==> src/rtl/gsensor_spi_seq.sv <==
// ADXL345 SPI sequencer (mode 3): config writes after reset, then periodic XYZ burst reads.
// Define GSENSOR_DEVID_CHECK_EN to add a DEVID (0xE5) check frame and the id_error output.
module gsensor_spi_seq #(
  parameter int         CLK_DIV         = 25,
  parameter int         SAMPLE_PERIOD   = 250000,
  parameter logic [7:0] DATA_FORMAT_VAL = 8'h0B,
  parameter logic [7:0] POWER_CTL_VAL   = 8'h08
) (
  input  logic               clk,
  input  logic               rst_n,
  input  logic               enable,
  output logic               sclk,
  output logic               cs_n,
  output logic               mosi,
  input  logic               miso,
  output logic signed [15:0] x_out,
  output logic signed [15:0] y_out,
  output logic signed [15:0] z_out,
  output logic               sample_valid,
  output logic               busy,
  output logic               init_done
`ifdef GSENSOR_DEVID_CHECK_EN
  ,
  output logic               id_error
`endif
);

  localparam int GAP   = 2 * CLK_DIV;
  localparam int DIV_W = $clog2(CLK_DIV);
  localparam int GAP_W = $clog2(GAP);
  localparam int PER_W = $clog2(SAMPLE_PERIOD + 1);
  localparam logic [DIV_W-1:0] DIV_LAST = DIV_W'(CLK_DIV - 1);
  localparam logic [GAP_W-1:0] GAP_LAST = GAP_W'(GAP - 1);
  localparam logic [PER_W-1:0] PER_LAST = PER_W'(SAMPLE_PERIOD - 1);

  typedef enum logic [2:0] {
    RST_GAP, CFG_FMT, CFG_PWR, WAIT, RD_XYZ, UPDATE
`ifdef GSENSOR_DEVID_CHECK_EN
    , CHK_ID, ERR
`endif
  } state_t;

  state_t             state, state_nxt;
  logic [DIV_W-1:0]   div_cnt;
  logic [6:0]         half_cnt;
  logic [GAP_W-1:0]   gap_cnt;
  logic [PER_W-1:0]   per_cnt;
  logic               long_frm, rearm;
  logic [55:0]        tx, start_tx;
  logic [47:0]        rx;
  logic               start, start_long, rd_start;
  logic               tick, frame_end, fall_ev, rise_ev, gap_ok, per_done;

  // Sensor sends each axis low byte first.
  function automatic logic signed [15:0] le_word(input logic [15:0] b);
    return {b[7:0], b[15:8]};
  endfunction

  // Half-period sequencing: half_cnt counts completed SCLK half-periods since cs_n fell.
  assign tick      = ~cs_n && (div_cnt == DIV_LAST);
  assign frame_end = tick && (half_cnt == (long_frm ? 7'd112 : 7'd32));
  assign fall_ev   = tick && !frame_end && !half_cnt[0];
  assign rise_ev   = tick && half_cnt[0];
  assign gap_ok    = cs_n && (gap_cnt == GAP_LAST);
  assign per_done  = (per_cnt == PER_LAST);
  assign rd_start  = start && start_long;

  assign busy         = ~cs_n;
  assign sample_valid = (state == UPDATE);

  always_comb begin
    state_nxt  = state;
    start      = 1'b0;
    start_long = 1'b0;
    start_tx   = '0;
    case (state)
`ifdef GSENSOR_DEVID_CHECK_EN
      RST_GAP: if (gap_ok) state_nxt = CHK_ID;
      CHK_ID:  if (frame_end) state_nxt = (rx[7:0] == 8'hE5) ? CFG_FMT : ERR;
      ERR:     state_nxt = ERR;
`else
      RST_GAP: if (gap_ok) state_nxt = CFG_FMT;
`endif
      CFG_FMT: if (frame_end) state_nxt = CFG_PWR;
      CFG_PWR: if (frame_end) state_nxt = WAIT;
      WAIT:    if (enable && (per_done || rearm) && gap_ok) state_nxt = RD_XYZ;
      RD_XYZ:  if (frame_end) state_nxt = UPDATE;
      UPDATE:  state_nxt = WAIT;
      default: state_nxt = RST_GAP;
    endcase
    // A frame state with cs_n high has not launched its frame yet.
    if (gap_ok) begin
      case (state_nxt)
`ifdef GSENSOR_DEVID_CHECK_EN
        CHK_ID:  begin start = 1'b1; start_tx = {8'h80, 8'h00, 40'd0}; end
`endif
        CFG_FMT: begin start = 1'b1; start_tx = {8'h31, DATA_FORMAT_VAL, 40'd0}; end
        CFG_PWR: begin start = 1'b1; start_tx = {8'h2D, POWER_CTL_VAL, 40'd0}; end
        RD_XYZ:  begin start = 1'b1; start_long = 1'b1; start_tx = {8'hF2, 48'd0}; end
        default: ;
      endcase
    end
  end

  always_ff @(posedge clk or negedge rst_n) begin
    if (!rst_n) begin
      state     <= RST_GAP;
      cs_n      <= 1'b1;
      sclk      <= 1'b1;
      mosi      <= 1'b0;
      div_cnt   <= '0;
      half_cnt  <= '0;
      long_frm  <= 1'b0;
      gap_cnt   <= '0;
      per_cnt   <= '0;
      rearm     <= 1'b1;
      init_done <= 1'b0;
      x_out     <= '0;
      y_out     <= '0;
      z_out     <= '0;
`ifdef GSENSOR_DEVID_CHECK_EN
      id_error  <= 1'b0;
`endif
    end else begin
      state <= state_nxt;
      if (start) begin
        cs_n     <= 1'b0;
        div_cnt  <= '0;
        half_cnt <= '0;
        long_frm <= start_long;
      end else if (tick) begin
        div_cnt  <= '0;
        half_cnt <= half_cnt + 7'd1;
        if (frame_end) begin
          cs_n <= 1'b1;
          mosi <= 1'b0;
        end else if (fall_ev) begin
          sclk <= 1'b0;
          mosi <= tx[55];
        end else begin
          sclk <= 1'b1;
        end
      end else if (~cs_n) begin
        div_cnt <= div_cnt + 1'b1;
      end

      if (~cs_n)                 gap_cnt <= '0;
      else if (gap_cnt != GAP_LAST) gap_cnt <= gap_cnt + 1'b1;

      if (rd_start)              per_cnt <= '0;
      else if (!per_done)        per_cnt <= per_cnt + 1'b1;

      if (rd_start)              rearm <= 1'b0;
      else if (!enable)          rearm <= 1'b1;

      if (state == CFG_PWR && frame_end) init_done <= 1'b1;
      if (state == RD_XYZ && frame_end) begin
        x_out <= le_word(rx[47:32]);
        y_out <= le_word(rx[31:16]);
        z_out <= le_word(rx[15:0]);
      end
`ifdef GSENSOR_DEVID_CHECK_EN
      if (state == CHK_ID && frame_end && rx[7:0] != 8'hE5) id_error <= 1'b1;
`endif
    end
  end

  // Shift registers carry no control meaning, so they are left out of reset.
  always_ff @(posedge clk) begin
    if (start)        tx <= start_tx;
    else if (fall_ev) tx <= {tx[54:0], 1'b0};
    if (rise_ev)      rx <= {rx[46:0], miso};
  end

endmodule

==> config.mk <==
export PLATFORM = sky130hd
export DESIGN_NAME = gsensor_spi_seq
export DESIGN_NICKNAME = d
export VERILOG_FILES = /design/src/rtl/gsensor_spi_seq.sv
export SDC_FILE = /design/constraint.sdc
export NUM_CORES = 1
export LEC_CHECK = 0
export ABC_AREA = 1
export CAP_MARGIN = 20
export CELL_PAD_IN_SITES_DETAIL_PLACEMENT = 2
export CELL_PAD_IN_SITES_GLOBAL_PLACEMENT = 2
export CORE_MARGIN = 5
export CORE_UTILIZATION = 40
export DETAILED_ROUTE_END_ITERATION = 10
export PLACE_DENSITY_LB_ADDON = 0.08
export SLEW_MARGIN = 20
export SYNTH_ARGS = -nofsm -noshare
export SYNTH_HDL_FRONTEND = slang
export SYNTH_SLANG_ARGS = --single-unit
export TNS_END_PERCENT = 100
==> constraint.sdc <==
create_clock -name clk -period 11.6 [get_ports clk]
set_input_delay 1.16 -clock clk [delete_from_list [all_inputs] [get_ports clk]]
set_output_delay 1.16 -clock clk [all_outputs]
set_load 0.01 [all_outputs]
# Yosys cells after proc, flatten, opt, wreduce, memory -nomap -nowiden
# Index checks and enable logic that the tools add are counted.
totals:
  reg_bits: 197
  out_inout_bits: 54
  latch_bits: 0
  rom_bits: 0
  wordCells: 95
  n_memories: 0
  ram_bits: 0
op_classes:
  n_reduce_logical: 23
  div: 0
  eq_ne: 17
  n_lt_le_gt_ge: 0
  add_sub_neg: 4
  n_mux: 32
  multipliers: 0
  n_bitwise: 3
  n_shift: 0
ops:
  columns: ["op", "count"]
  rows:
  - ["two-way mux 56 bit", 3]
  - ["case mux 56 bit (3 select lines)", 1]
  - ["two-way mux 18 bit", 2]
  - ["two-way mux 7 bit", 3]
  - ["adder 18 x 1 -> 18 bit, second input constant", 1]
  - ["equality test 18 bit, second input constant", 1]
  - ["case mux 3 bit (6 select lines)", 1]
  - ["two-way mux 3 bit", 5]
  - ["two-way mux 5 bit", 3]
  - ["two-way mux 1 bit", 12]
  - ["two-way mux 6 bit", 2]
  - ["logical AND 1 bit", 11]
  - ["equality test 3 x 2 -> 1 bit, second input constant", 3]
  - ["equality test 3 bit, second input constant", 3]
  - ["nonzero test 2 bit", 4]
  - ["adder 7 x 1 -> 7 bit, second input constant", 1]
  - ["equality test 7 bit", 1]
  - ["adder 6 x 1 -> 6 bit, second input constant", 1]
  - ["equality test 3 x 1 -> 1 bit, second input constant", 2]
  - ["equality test 6 bit, second input constant", 1]
  - ["!= test 6 bit, second input constant", 1]
  - ["AND reduction 3 bit", 2]
  - ["adder 5 x 1 -> 5 bit, second input constant", 1]
  - ["equality test 5 bit, second input constant", 1]
  - ["9 further kinds", 13]

# Logic depth before layout (Yosys ltp)
# Gate-level depths: netlist of the first run.
depth:
  depth_word: 12
  mapped_depth: 14
  ltp_nobuf: 13

# Worst setup path before layout of the first run
# OpenSTA, ideal clock, no wires.
synth_timing:
  path_kind: "reg2reg"
  start: "register div_cnt[0]"
  end: "register half_cnt[5]"
  required_time_ps: 11479
  stages_incl_launch_ff: 11
  setup_slack_ps: 7548
  synth_period_minus_slack_ps: 4052
  t_arrival_ps: 3932
  path_cell_list: "dfrtp_1 -> inv_1 -> ha_1 -> nand2_2 -> nor3_4 -> inv_1 -> nor2_1 -> nand3_1 -> nor2_1 -> xnor2_1 -> nor2_2"
synth_between:
  elab_chain_cells: 10
  word_cells_on_any_way: 15
  cone_classes: "eq/ne: 4; mux: 7; reduce/logical: 4"
synth_rtl:
  columns: ["item", "line", "rtl"]
  rows:
  - ["from (decl)", "44", "logic [DIV_W-1:0] div_cnt;"]
  - ["from (signal assigned)", "144", "div_cnt <= div_cnt + 1'b1;"]
  - ["equality test 5 bit (*)", "60", "assign tick = ~cs_n && (div_cnt == DIV_LAST);"]
  - ["logical AND 1 bit (*)", "60", null]
  - ["logical AND 1 bit", "61", "assign frame_end = tick && (half_cnt == (long_frm ? 7'd112 : 7'd32));"]
  - ["two-way mux 3 bit (on tied branches)", "87, 84, 85", null]
  - ["case mux 3 bit (6 select lines)", "76", "case (state)"]
  - ["equality test 3 bit (tied with other cells)", "93", "case (state_nxt)"]
  - ["OR reduction 3 bit (no line)", null, null]
  - ["two-way mux 1 bit", "93", null]
  - ["two-way mux 1 bit", "92", "if (gap_ok) begin"]
  - ["two-way mux 7 bit or nonzero test 2 bit (tied branches)", null, null]
  - ["to (signal assigned)", "133", "half_cnt <= half_cnt + 7'd1;"]
  - ["to (decl)", "45", "logic [6:0] half_cnt;"]
# Mark *: on every way between the ends. The rest lies on a longest branch, timed or not.
# A chain may end at the register's enable or synchronous reset.

# Worst setup path in the final report of the first run
layout_timing:
  start: "input port enable"
  end: "register tx[42], enable pin"
layout_between:
  elab_chain_cells: 9
  word_cells_on_any_way: 11
  cone_classes: "eq/ne: 3; mux: 4; reduce/logical: 4"
layout_rtl:
  columns: ["item", "line", "rtl"]
  rows:
  - ["from (decl)", "11", "input logic enable,"]
  - ["logical AND 1 bit (*) (2 in series)", "86", "WAIT: if (enable && (per_done || rearm) && gap_ok) state_nxt = RD_XYZ;"]
  - ["two-way mux 3 bit (*)", "86", null]
  - ["case mux 3 bit (6 select lines) (*)", "76", null]
  - ["net state_nxt[2]", "43", "state_t state, state_nxt;"]
  - ["equality test 3 bit (tied with other cells)", "93", null]
  - ["OR reduction 3 bit (no line) (*)", null, null]
  - ["two-way mux 1 bit (*)", "93", null]
  - ["two-way mux 1 bit (*)", "92", null]
  - ["nonzero test 2 bit (no line) (*)", null, null]
  - ["to (signal assigned)", "170", "if (start) tx <= start_tx;"]
  - ["to (signal assigned)", "171", "else if (fall_ev) tx <= {tx[54:0], 1'b0};"]
  - ["to (decl)", "49", "logic [55:0] tx, start_tx;"]
# Mark *: on every way through the listed nets, which the timed path passes. The rest lies on a longest branch.

==> results of run 1 <==
[metrics by stage]
stage	util, %	cell area, um^2
floorplan	-	6314
global placement	45.30	7092
detailed placement	45.30	7092
CTS	49.42	7736
global route	49.42	7736
finish	49.42	7736
[power by group through the flow]
stage               Combinational, uW  Sequential (uW)  Clock, uW
floorplan                       0.287              586          0
global placement                 8.60              586          0
detailed placement               8.75              586          0
CTS                              8.75              575        632
global route                     9.68              574        658
finish                           8.03              575        620
[flip-flops by register name, indices dropped and copies added (netlist names), 3 cells and up]
signal,cells
rx,48
half_cnt,7
y_out,16
gap_cnt,6
z_out,16
x_out,16
div_cnt,5
per_cnt,18
state,3
tx,16
[final timing paths]
check / cells past startpoint / end / slack [ns] / start
max: 7 / tx[42] / 8.48 / enable
min: 2 / x_out[7] / 0.45 / rx[47]
max reg2reg: 11 / tx[42] / 8.59 / div_cnt[0]
min reg2reg: 2 / x_out[7] / 0.45 / rx[47]
max in group asynchronous: 2 / div_cnt[2] / 9.74 / rst_n
min in group asynchronous: 1 / x_out[7] / 0.70 / rst_n
[critical path, delay by kind of cell]
family,cells,cell delay (ns)
compound gates,1,0.17
simple gates,4,1.27
buf+inv,2,0.54
[layer usage]
layer	up-vias	global-route usage (%)	part of all wire [%]	wire (um)
li1	2033	-	-	-
met1	2213	22.36	45	7005
met2	53	32.05	51	8081
met3	13	3.715	2.9	452
met4	0	5.319	1.0	160
met5	-	0	0	0
[area by class of cell]
cell class,count,area (um^2),area share (%)
Multi-Input combinational cell,370,1790,23.14
Inverter,48,180.2,2.329
Sequential cell,157,4253,54.97
Tap cell,216,270.3,3.493
Clock buffer,19,432.9,5.596
Timing Repair Buffer,61,598.1,7.731
Clock inverter,13,211.5,2.733
[synth_stat cells, drive strengths merged]
library cell / n
nor3: 12
mux2: 1
a31oi: 1
dfstp: 3
buf: 9
nor2: 53
nand3: 26
or3: 1
edfxtp: 64
a21oi: 8
a211oi: 3
clkbuf: 7
dfrtp: 90
nor4: 1
o22ai: 1
ha: 7
nand2: 211
or2: 1
and3: 1
o21ai: 12
xor2: 11
inv: 48
nand4: 13
xnor2: 7
[logic make-up after synthesis]
family | after synthesis
AND/OR/NAND/NOR | 319
flip-flops | 157
buffers and inverters | 64
AO/OA/AOI/OAI | 25
XOR/XNOR | 18
adder cells (fa/ha/maj) | 7
multiplexers | 1
==> reports/summary.txt, run 1 <==
Layout cells sized above 1 -> 10.03%
Net Sw Frac -> 20.11%
Final Hold Viols -> 0
Vias -> 4312
Area delta synth->final -> 22.53%
Gr ovfl total -> 0
Leading cell type in the layout, fill and taps excluded -> nand2_1
Largest family of logic cells by synthesized area -> simple AND/OR/NAND/NOR gates
Power Total -> 1202 uW
Number of global-route vias before repair -> 4873
Post-place setup slack -> 8.032 ns
Initial core utilization -> 40.33%
# resized after CTS -> 0
Worst-path maximum fanout -> 26
Post-synthesis simple-gate area fraction -> 21.98%
CP Class -> input pin to flip-flop
Final Hold Slack -> 0.4508 ns
Row count -> 46
Root Driver -> clkbuf_16
# DRC -> 0
Initial antenna violation count -> 0
Chip height -> 135.6 um
Postcts setup bufs -> 0
Initial drt markers -> 202
Buffers on Ports -> 57
Min Tclk post-route -> 3.118 ns
Mux contribution to synthesized area -> 0.1784%
Post-layout nets -> 666
Die footprint -> 18400 um^2
WP data arrival -> 3.16 ns
Share of the synthesized area in the top cell type -> 35.67%
# IOs -> 58
Clock power frac -> 51.5%
Startpoint class of the critical path -> input pin
CTS tree -> yes
CP required -> 11.65 ns
Worst path cell trace -> clkdlybuf4s50_1 -> inv_1 -> nor2_1 -> nand2_1 -> o21ai_2 -> nand2_2 -> nand3_1
Placed insts -> 852
Worst slew pin tran -> 0.8935 ns
Worst path slowest cell -> nand3_1
Max cap viols -> 0
Status -> complete, no violations
Clk_lat worst skew -> 0.42 ns
Synth top area cells -> dfrtp_1 36%, edfxtp_1 30%, nand2_1 12%, inv_1 2.8%, nor2_1 2.4%
WL/cell -> 17.76 um
Unrepaired setup endpoints after global routing -> false
Non-filler cells, final -> 884
Max Clk Rate -> 320.7 MHz
Critical Path End Type -> flip-flop
Final wirelength -> 15.70 mm
Worst-path clk slew -> 0.06 ns
Logic gate share of total power -> 0.7%
Pwr Density -> 155.4 nW/um^2
Mapped Nets -> 602
Max_slew headroom -> 39.88%
Pin count of the biggest net entering global routing -> 60
Most frequent cells in the layout -> 205 x nand2_1, 90 x dfrtp_1, 64 x edfxtp_1, 56 x clkdlybuf4s50_1, 47 x inv_1
Seq cells post-synth -> 157
Final Cycle Share -> 26.88%
Adder-cell share of the synthesized area -> 1.387%
Slowest stage delay, CP -> 0.74 ns
Xor/xnor cell area share of the yosys netlist -> 2.497%
Tot GR Track Use -> 18.09%
DR pass1 iterations -> 5
VDD IR max -> 0.0001026 V
Fillers -> 1619
Vias per cell -> 4.878
Post-DRT Antenna Nets -> 0
Slew Viols, Final -> 0
Mean Syn Cell Area -> 10.68 um^2
Sink Count -> 157
First-pass GRT wire length -> 25.72 mm
Post-DP HPWL -> 9.773 mm
Synth Area in Compound Gates -> 2.200%
Cell area after synthesis -> 6314 um^2
Final number of setup-violating endpoints -> 0
Internal Pwr Total -> 960.6 uW
HP Class -> flip-flop to flip-flop
Setup Skew -> 0.009768 ns
Mapped Cells -> 591
Core Region -> 15660 um^2
Maximum clock path buffer count -> 2
Synth Warn # -> 0
Die width -> 135.6 um
CTS Hold Bufs -> 0
Switching power total -> 241.8 uW
Num CTS Buffers -> 17
Max H-tree Level -> 4
GPL Wtd Cong -> 0.7441
Sequential share of the synthesized area -> 67.36%
Post-synth top area cell -> dfrtp_1
Ant diodes -> 0
Sum Neg Setup Slack -> 0 ns
Flop pwr share -> 47.8%
Synth cell types -> 35
Post-route setup slack -> 8.482 ns
LEAKAGE -> 0.003500 uW
No activity file was read; power rests on OpenSTA's default activity.
==> run 2, diff against run 1 <==
--- a/config.mk
+++ b/config.mk
@@ -10,7 +10,7 @@
 export CELL_PAD_IN_SITES_DETAIL_PLACEMENT = 2
 export CELL_PAD_IN_SITES_GLOBAL_PLACEMENT = 2
 export CORE_MARGIN = 5
-export CORE_UTILIZATION = 40
+export CORE_UTILIZATION = 37
 export DETAILED_ROUTE_END_ITERATION = 10
 export PLACE_DENSITY_LB_ADDON = 0.08
 export SLEW_MARGIN = 20
==> constraint.sdc (replaced) <==
create_clock -name clk -period 3.25 [get_ports clk]
set_input_delay 0.325 -clock clk [delete_from_list [all_inputs] [get_ports clk]]
set_output_delay 0.325 -clock clk [all_outputs]
set_load 0.01 [all_outputs]
==> run 2 against run 1 <==
  * Critical path type is now flip-flop to flip-flop
  * Via count grew 0.28%
  * Register-to-register slack worse by 8.0 ns
  * Sequential share of layout area increased by 0.17 points
  * Non-clock buffer count is 2 higher
  * Global-route usage decreased by 1.2 points
==> reports/summary.txt, run 2 (synthesized netlist as in run 1, its figures left out) <==
Startpoint class of the critical path -> flip-flop
Number of global-route vias before repair -> 5022
Ant diodes -> 0
Most frequent cells in the layout -> 205 x nand2_1, 90 x dfrtp_1, 64 x edfxtp_1, 56 x clkdlybuf4s50_1, 47 x inv_1
# IOs -> 58
Sum Neg Setup Slack -> 0 ns
VDD IR max -> 0.0004038 V
Worst-path clk slew -> 0.07 ns
Final Cycle Share -> 82.24%
Vias -> 4324
Final wirelength -> 15.53 mm
Layout cells sized above 1 -> 10.60%
Post-DRT Antenna Nets -> 0
Die width -> 140.6 um
Initial antenna violation count -> 0
Die footprint -> 19780 um^2
Core Region -> 16640 um^2
Top flop regs -> rx: 48 flops, per_cnt: 18 flops
Final Hold Viols -> 0
Buffers on Ports -> 57
Final core utilization -> 46.34%
HP Class -> input pin to async pin
# DRC -> 0
GPL Wtd Cong -> 0.7681
Chip height -> 140.6 um
Initial core utilization -> 37.94%
Vias per cell -> 4.858
CTS tree -> yes
Status -> complete, no violations
Internal Pwr Total -> 3081 uW
Root Driver -> clkbuf_16
Max_slew headroom -> 47.38%
Switching power total -> 947.7 uW
Setup Skew -> 0.01076 ns
Row count -> 47
WL/cell -> 17.44 um
DR pass1 iterations -> 4
WP data arrival -> 2.79 ns
Tot GR Track Use -> 16.86%
Max H-tree Level -> 4
Num CTS Buffers -> 17
Unrepaired setup endpoints after global routing -> false
R2R Setup Slk -> 0.58 ns
Final number of setup-violating endpoints -> 0
Max cap viols -> 0
LEAKAGE -> 0.003487 uW
Post-route setup slack -> 0.5773 ns
Maximum clock path buffer count -> 2
Leading cell type in the layout, fill and taps excluded -> nand2_1
Worst-path maximum fanout -> 26
Met3 routed WL -> 365 um
Pin count of the biggest net entering global routing -> 51
Initial drt markers -> 165
Min Tclk post-route -> 2.673 ns
Met2 wire len -> 8.030 mm
Gr ovfl total -> 0
Post-DP HPWL -> 10.14 mm
Pwr Density -> 522.3 nW/um^2
Sink Count -> 157
WL met1 -> 6.945 mm
Logic gate share of total power -> 0.8%
Worst slew pin tran -> 0.7822 ns
CP Class -> flip-flop to flip-flop
Clk_lat worst skew -> 0.43 ns
Post-place setup slack -> 0.6178 ns
Area delta synth->final -> 22.16%
CP required -> 3.36 ns
First-pass GRT wire length -> 26.31 mm
Flop pwr share -> 50.9%
Max reg flops -> 48
Max Clk Rate -> 374.2 MHz
Power Total -> 4028 uW
Clock power frac -> 48.3%
Top routing layer in use -> met4
Post-layout nets -> 668
Critical Path End Type -> flip-flop
Slew Viols, Final -> 0
Net Sw Frac -> 23.52%
Top reg by flops -> rx
run 2: power groups by stage:
stage | Clock, uW | Combinational (uW) | Sequential [uW]
floorplan | 0 | 1.02 | 2090
global placement | 0 | 33.4 | 2090
detailed placement | 0 | 34.1 | 2090
CTS | 1990 | 35.3 | 2050
global route | 2090 | 38.6 | 2050
finish | 1950 | 32.0 | 2050
run 2: area by class of cell:
type	instances	area [um^2]
Fill cell	1762	8930
Clock inverter	15	147.6
Clock buffer	17	425.4
Multi-Input combinational cell	370	1790
Timing Repair Buffer	63	640.6
Sequential cell	157	4253
Inverter	48	180.2
Tap cell	220	275.3
run 2: worst paths after layout:
check                             from           to  cells after the start
worst max register to register    cs_n       tx[48]                      7
max in group asynchronous        rst_n        rearm                      3
min in group clk                  miso        rx[0]                      1
worst min register to register  rx[29]       rx[30]                      0
worst min-delay path             rst_n  half_cnt[3]                      2
worst max-delay path              cs_n       tx[48]                      7
run 2: through the flow:
step	std cells	cell area, um^2	hold slack, ns
after global placement	857	7129	0.3848
after CTS	890	7712	0.4346
after global routing	890	7712	0.4398
after detailed placement	857	7129	0.3888
final	890	7712	0.4470
after floorplan	591	6316	0.02941
run 2: per-layer routing:
metal  vias to the layer above  global-route usage, %
met5                         -                      0
met2                        43                  29.41
met1                      2230                  20.95
li1                       2037                      -
met4                         0                  5.507
met3                        14                  3.522
run 2: worst max-delay path, cell delays in order (launching register included):
cell	delay, ns
dfstp_2	0.71
nand4_1	0.31
nor2_1	0.18
nand2_1	0.12
o21ai_2	0.18
nand2_2	0.34
nand3_1	0.25
buf_4	0.27
run 2: what timing repair did:
action / CTS / global route
setup buffers: 0 / 0
endpoints found under the hold margin: 43 / 0
hold buffers: 1 / 0
gates resized for setup: 0 / 0
